[config.mk]
export PLATFORM = sky130hd
export DESIGN_NAME = rnd_byte_packer
export DESIGN_NICKNAME = d
export VERILOG_FILES = /design/src/rtl/rnd_byte_packer.sv
export SDC_FILE = /design/constraint.sdc
export NUM_CORES = 1
export LEC_CHECK = 0
export ABC_AREA = 1
export CAP_MARGIN = 10
export CORE_MARGIN = 1
export CORE_UTILIZATION = 50
export CTS_CLUSTER_DIAMETER = 80
export DETAILED_ROUTE_END_ITERATION = 6
export PLACE_DENSITY = 0.74
export SETUP_SLACK_MARGIN = 0.05
export SKIP_LAST_GASP = 1
export SYNTH_ARGS = -nofsm -noshare
export SYNTH_HDL_FRONTEND = slang
export SYNTH_SLANG_ARGS = --single-unit
export TNS_END_PERCENT = 50
[constraint.sdc]
create_clock -name i_clk -period 4.25 [get_ports i_clk]
set_input_delay 0.85 -clock i_clk [delete_from_list [all_inputs] [get_ports i_clk]]
set_output_delay 0.85 -clock i_clk [all_outputs]
set_load 0.02 [all_outputs]
[src/rtl/rnd_byte_packer.sv]
`default_nettype none
// ============================================================================
//  Module   : rnd_byte_packer
//  Purpose  : Packs the 2-bit raw output of the randomizer core into bytes
//             and buffers them in a small show-ahead FIFO, presented to the
//             consumer through a valid/ready handshake. A completed byte that
//             finds the FIFO full (and not draining) is dropped and flags the
//             sticky overflow bit.
//  Config   : RND_PACKER_DEBIAS_EN - when defined, every accepted pair passes
//             through a von Neumann extractor (10 -> 1, 01 -> 0, 00/11
//             discarded) and a byte is formed from 8 yielded bits. When
//             undefined, 4 raw pairs form one byte.
//  Ports    : i_clk      - clock, rising edge
//             i_reset    - synchronous active-high reset
//             i_en       - sample qualifier for i_r
//             i_r[1:0]   - raw random pair
//             i_ready    - consumer ready
//             o_data[7:0]- FIFO head byte (8'h00 when empty)
//             o_valid    - FIFO non-empty
//             o_overflow - sticky byte-dropped flag
//             o_level    - FIFO occupancy, 0..FIFO_DEPTH
//  Revision : 1.0 - initial release
// ============================================================================
module rnd_byte_packer #(
    parameter int FIFO_DEPTH = 4
) (
    input  logic                          i_clk,
    input  logic                          i_reset,
    input  logic                          i_en,
    input  logic [1:0]                    i_r,
    input  logic                          i_ready,
    output logic [7:0]                    o_data,
    output logic                          o_valid,
    output logic                          o_overflow,
    output logic [$clog2(FIFO_DEPTH):0]   o_level
);

    localparam int c_PTR_W = $clog2(FIFO_DEPTH);
    localparam int c_LVL_W = c_PTR_W + 1;
    localparam logic [c_LVL_W-1:0] c_FULL_LVL = c_LVL_W'(FIFO_DEPTH);

    // ------------------------------------------------------------------
    // Packer
    // ------------------------------------------------------------------
`ifdef RND_PACKER_DEBIAS_EN
    // 8 yielded bits per byte; the 7 earlier bits are held in r_sh.
    localparam int c_CNT_W = 3;
    localparam int c_SH_W  = 7;
`else
    // 4 pairs per byte; the 3 earlier pairs are held in r_sh.
    localparam int c_CNT_W = 2;
    localparam int c_SH_W  = 6;
`endif

    logic [c_CNT_W-1:0] r_cnt;
    logic [c_SH_W-1:0]  r_sh;
    logic               w_sample;
    logic [c_SH_W-1:0]  w_sh_next;
    logic [7:0]         w_byte;
    logic               w_push;

`ifdef RND_PACKER_DEBIAS_EN
    // Unequal pair yields its MSB as the bit: 10 -> 1, 01 -> 0.
    assign w_sample  = i_en && (i_r[1] ^ i_r[0]);
    assign w_sh_next = {r_sh[c_SH_W-2:0], i_r[1]};
    assign w_byte    = {r_sh, i_r[1]};
`else
    assign w_sample  = i_en;
    assign w_sh_next = {r_sh[c_SH_W-3:0], i_r};
    assign w_byte    = {r_sh, i_r};
`endif

    // Counter at its all-ones value means this sample completes the byte.
    assign w_push = w_sample && (r_cnt == {c_CNT_W{1'b1}});

    always_ff @(posedge i_clk) begin
        if (i_reset) begin
            r_cnt <= '0;
            r_sh  <= '0;
        end else if (w_sample) begin
            // Counter wraps naturally whether or not the push is accepted.
            r_cnt <= r_cnt + c_CNT_W'(1);
            r_sh  <= w_sh_next;
        end
    end

    // ------------------------------------------------------------------
    // Show-ahead FIFO
    // ------------------------------------------------------------------
    logic [7:0]         r_mem [FIFO_DEPTH];
    logic [c_PTR_W-1:0] r_wr_ptr;
    logic [c_PTR_W-1:0] r_rd_ptr;
    logic [c_LVL_W-1:0] r_level;
    logic               r_overflow;

    logic               w_full;
    logic               w_empty;
    logic               w_pop;
    logic               w_push_ok;

    assign w_full    = (r_level == c_FULL_LVL);
    assign w_empty   = (r_level == '0);
    assign w_pop     = !w_empty && i_ready;
    // A push into a full FIFO still fits when the head leaves this cycle.
    assign w_push_ok = w_push && (!w_full || w_pop);

    always_ff @(posedge i_clk) begin
        if (i_reset) begin
            r_wr_ptr   <= '0;
            r_rd_ptr   <= '0;
            r_level    <= '0;
            r_overflow <= 1'b0;
        end else begin
            if (w_push_ok) begin
                r_wr_ptr <= r_wr_ptr + c_PTR_W'(1);
            end
            if (w_pop) begin
                r_rd_ptr <= r_rd_ptr + c_PTR_W'(1);
            end
            if (w_push_ok && !w_pop) begin
                r_level <= r_level + c_LVL_W'(1);
            end else if (w_pop && !w_push_ok) begin
                r_level <= r_level - c_LVL_W'(1);
            end
            if (w_push && !w_push_ok) begin
                r_overflow <= 1'b1;
            end
        end
    end

    // Storage needs no reset: the pointers and level define what is valid.
    always_ff @(posedge i_clk) begin
        if (!i_reset && w_push_ok) begin
            r_mem[r_wr_ptr] <= w_byte;
        end
    end

    assign o_valid    = !w_empty;
    assign o_data     = w_empty ? 8'h00 : r_mem[r_rd_ptr];
    assign o_overflow = r_overflow;
    assign o_level    = r_level;

endmodule
`default_nettype wire

==> results_dict.tcl <==
set metrics [dict create \
    status "completed" \
    rsz0062_at_grt "no" \
    syn_inst 206 \
    place_inst 268 \
    antenna_found_initial 0 \
    crit_type "flip-flop to primary output" \
    die_h_um 66.8 \
    io_buffers 18 \
    drv_slew 0 \
    numCtsBuffers 5 \
    gr-usage-met2 0.330 \
    h-tree-depth 2 \
    synth_compound_area_frac 0.0936 \
    p_per_area_nw_per_um2 556 \
    path_cells "inv_2 > o21ai_0 > a21oi_1 > clkdlybuf4s50_1" \
    layout_commonest_cell "nor2_1" \
    skew_ns 0.00538 \
    gr-usage-met1 0.197 \
    cp.arrival_ns 2.16 \
    first_global_vias 1255 \
    cts_root_buf "clkbuf_8" \
    synth-seq-cells 50 \
    hpwlAfterDp_mm 2.29 \
    cts_tree "yes" \
    wl_per_cell_um 12.4 \
    stdcell_area_sq_um 2380 \
    cp_max_fo 17 \
    post_synth.cell_area_avg_sq_um 10.2 \
    core_sq_um 4030 \
    slew-limit-headroom 0.510 \
    synth_cell_types 24 \
    grt_max_degree 18 \
    clk_latency_ns 0.30 \
    p_total_w 0.00132 \
    worstMarginPinSlew_ns 0.733 \
    synth_xor_area_frac 0.00835 \
    finalNonFillerCells 276 \
    setup_slack_ns 1.24 \
    clock.fmax_mhz 332 \
    fillers 357 \
    rows 23 \
    use_met3 0.0360 \
    diodes 0 \
    nets 238 \
    cp_slowest_cell "dfxtp_1" \
    drcViolationCount 0 \
    worst_setup_path_end_kind "primary output" \
    critical_path_required_ns 3.40 \
    synth_fa_ha_area_frac 0.0453 \
    ios 19 \
    synth_top_cell_area_share 0.458 \
    track_usage 0.181 \
    synthTopCellsByArea "edfxtp_1 (46%), dfxtp_1 (17%), nor2_1 (10%)" \
    cap_violations 0 \
    cts_buffer_depth 2 \
    holdBufCountCts 0 \
    drtPass1Iterations 6 \
    synth-simple-area-share 0.161 \
    fin_setup_tns_ns 0 \
    grt.overflow.total 0 \
    mostFrequentLayoutCells "nor2_1 (58), edfxtp_1 (32), inv_1 (19), dfxtp_1 (18), clkdlybuf4s50_1 (18)" \
    routed_wl_mm 3.43 \
    post_cts_buffers 0 \
    min_path_type "flip-flop to flip-flop" \
    synth_top_family_by_area "simple AND/OR/NAND/NOR gates" \
    irDropWorstVdd_mv 0.432 \
    grt_pass1_wl_mm 5.64 \
    synth_warnings 0 \
    ant_nets 0 \
    cts.repair.resized 0 \
    busiest_layer "met2" \
    cts.sinks 50 \
    startpoint_type "flip-flop" \
    leakagePower_nw 0.874 \
    synthToLayoutAreaGrowth_pct 13.4 \
    vias_per_cell 4.89 \
    via_count 1351 \
    finalCritPeriodShare 0.708 \
    drt_iter0_drc 44 \
    netlist_area_sq_um 2100 \
    start_util 0.521 \
    dp_slack_ns 1.39 \
    ys_seq_area_frac 0.630 \
    hold_viol_final 0 \
    critPathMaxStageDelay_ns 0.70 \
    die_w_um 66.8 \
    yosys.area.top_type "edfxtp_1" \
    clk_pin_slew_ns 0.09 \
    post-route-min-period_ns 3.01 \
    gp_congestion 0.780 \
    reg2reg_slack_ns 2.42 \
    syn-num-nets 219 \
    layout-drive-gt1-share 0.0619 \
    synth_mux_area_frac 0 \
    place_area_sq_um 2290 \
    dieArea_sq_um 4460 \
    finalSetupViolCount 0 \
]
==> where the power goes <==
part	switching (W)	internal, W	leakage, nW	total, W
logic	0.000265	0.000193	0.390	0.000458
registers	0.0000533	0.000546	0.440	0.000599
clock network	0.000150	0.000116	0.0441	0.000265
==> cell type report <==
| class | instances | area (sq um) | share of cell area |
|---|---|---|---|
| multi-input cells | 129 | 647 | 0.272 |
| repair buffers | 18 | 180 | 0.0757 |
| clock inverters | 3 | 21.3 | 0.00894 |
| clock buffers | 5 | 68.8 | 0.0289 |
| well taps | 50 | 62.6 | 0.0263 |
| flip-flops and latches | 50 | 1320 | 0.555 |
| inverters | 21 | 78.8 | 0.0331 |
==> worst max-delay path, delay by kind of cell (launching register included) <==
| family | cells | cell delay (ns) |
|---|---|---|
| AO/OA/AOI/OAI | 2 | 0.36 |
| buffers and inverters | 2 | 0.79 |
| flip-flops | 1 | 0.70 |
==> sequential cells by signal (all words and copies together), names as in the netlist, named ones only <==
signal	count
o_level	3
o_overflow	1
r_cnt	2
r_mem	32
r_rd_ptr	2
r_sh	6
r_wr_ptr	2
==> stage by stage <==
step	hold slack [ns]	utilization
floorplan	0.455	-
global placement	0.448	0.568
detailed placement	0.442	0.568
CTS	0.455	0.591
global route	0.492	0.591
finish	0.452	0.591
==> path summary, 6_finish.rpt <==
path	start	end	cells after the start
worst max register to register	r_cnt[0]	o_level[2]	12
worst min register to register	o_overflow	o_overflow	2
worst min-delay path	o_overflow	o_overflow	2
worst max-delay path	flip-flop	o_data[6]	4
==> cell families (layout without fill, tap and decap cells) <==
group           after synthesis  in the layout
fa+ha+maj                     7              7
simple gates                 81             81
xor+xnor                      2              2
flops                        50             50
buf+inv                      27             47
compound gates               39             39
==> synth_stat cells <==
master / instances
nor2_1: 58
edfxtp_1: 32
inv_1: 19
dfxtp_1: 18
a21oi_1: 14
o21ai_0: 14
nand2_1: 12
o21ai_1: 10
ha_1: 6
nand3_1: 6
buf_2: 2
buf_4: 2
inv_2: 2
a31oi_1: 1
buf_6: 1
buf_8: 1
fa_1: 1
nand2_2: 1
nand2_4: 1
nand3_2: 1
nand4_1: 1
nor2_4: 1
xnor2_1: 1
xor2_1: 1
==> metal layers <==
layer	part of all wire	up-vias
li1	-	715
met1	0.45	609
met2	0.50	21
met3	0.033	6
met4	0.020	0
met5	0	-
No activity file was read; power rests on OpenSTA's default activity.
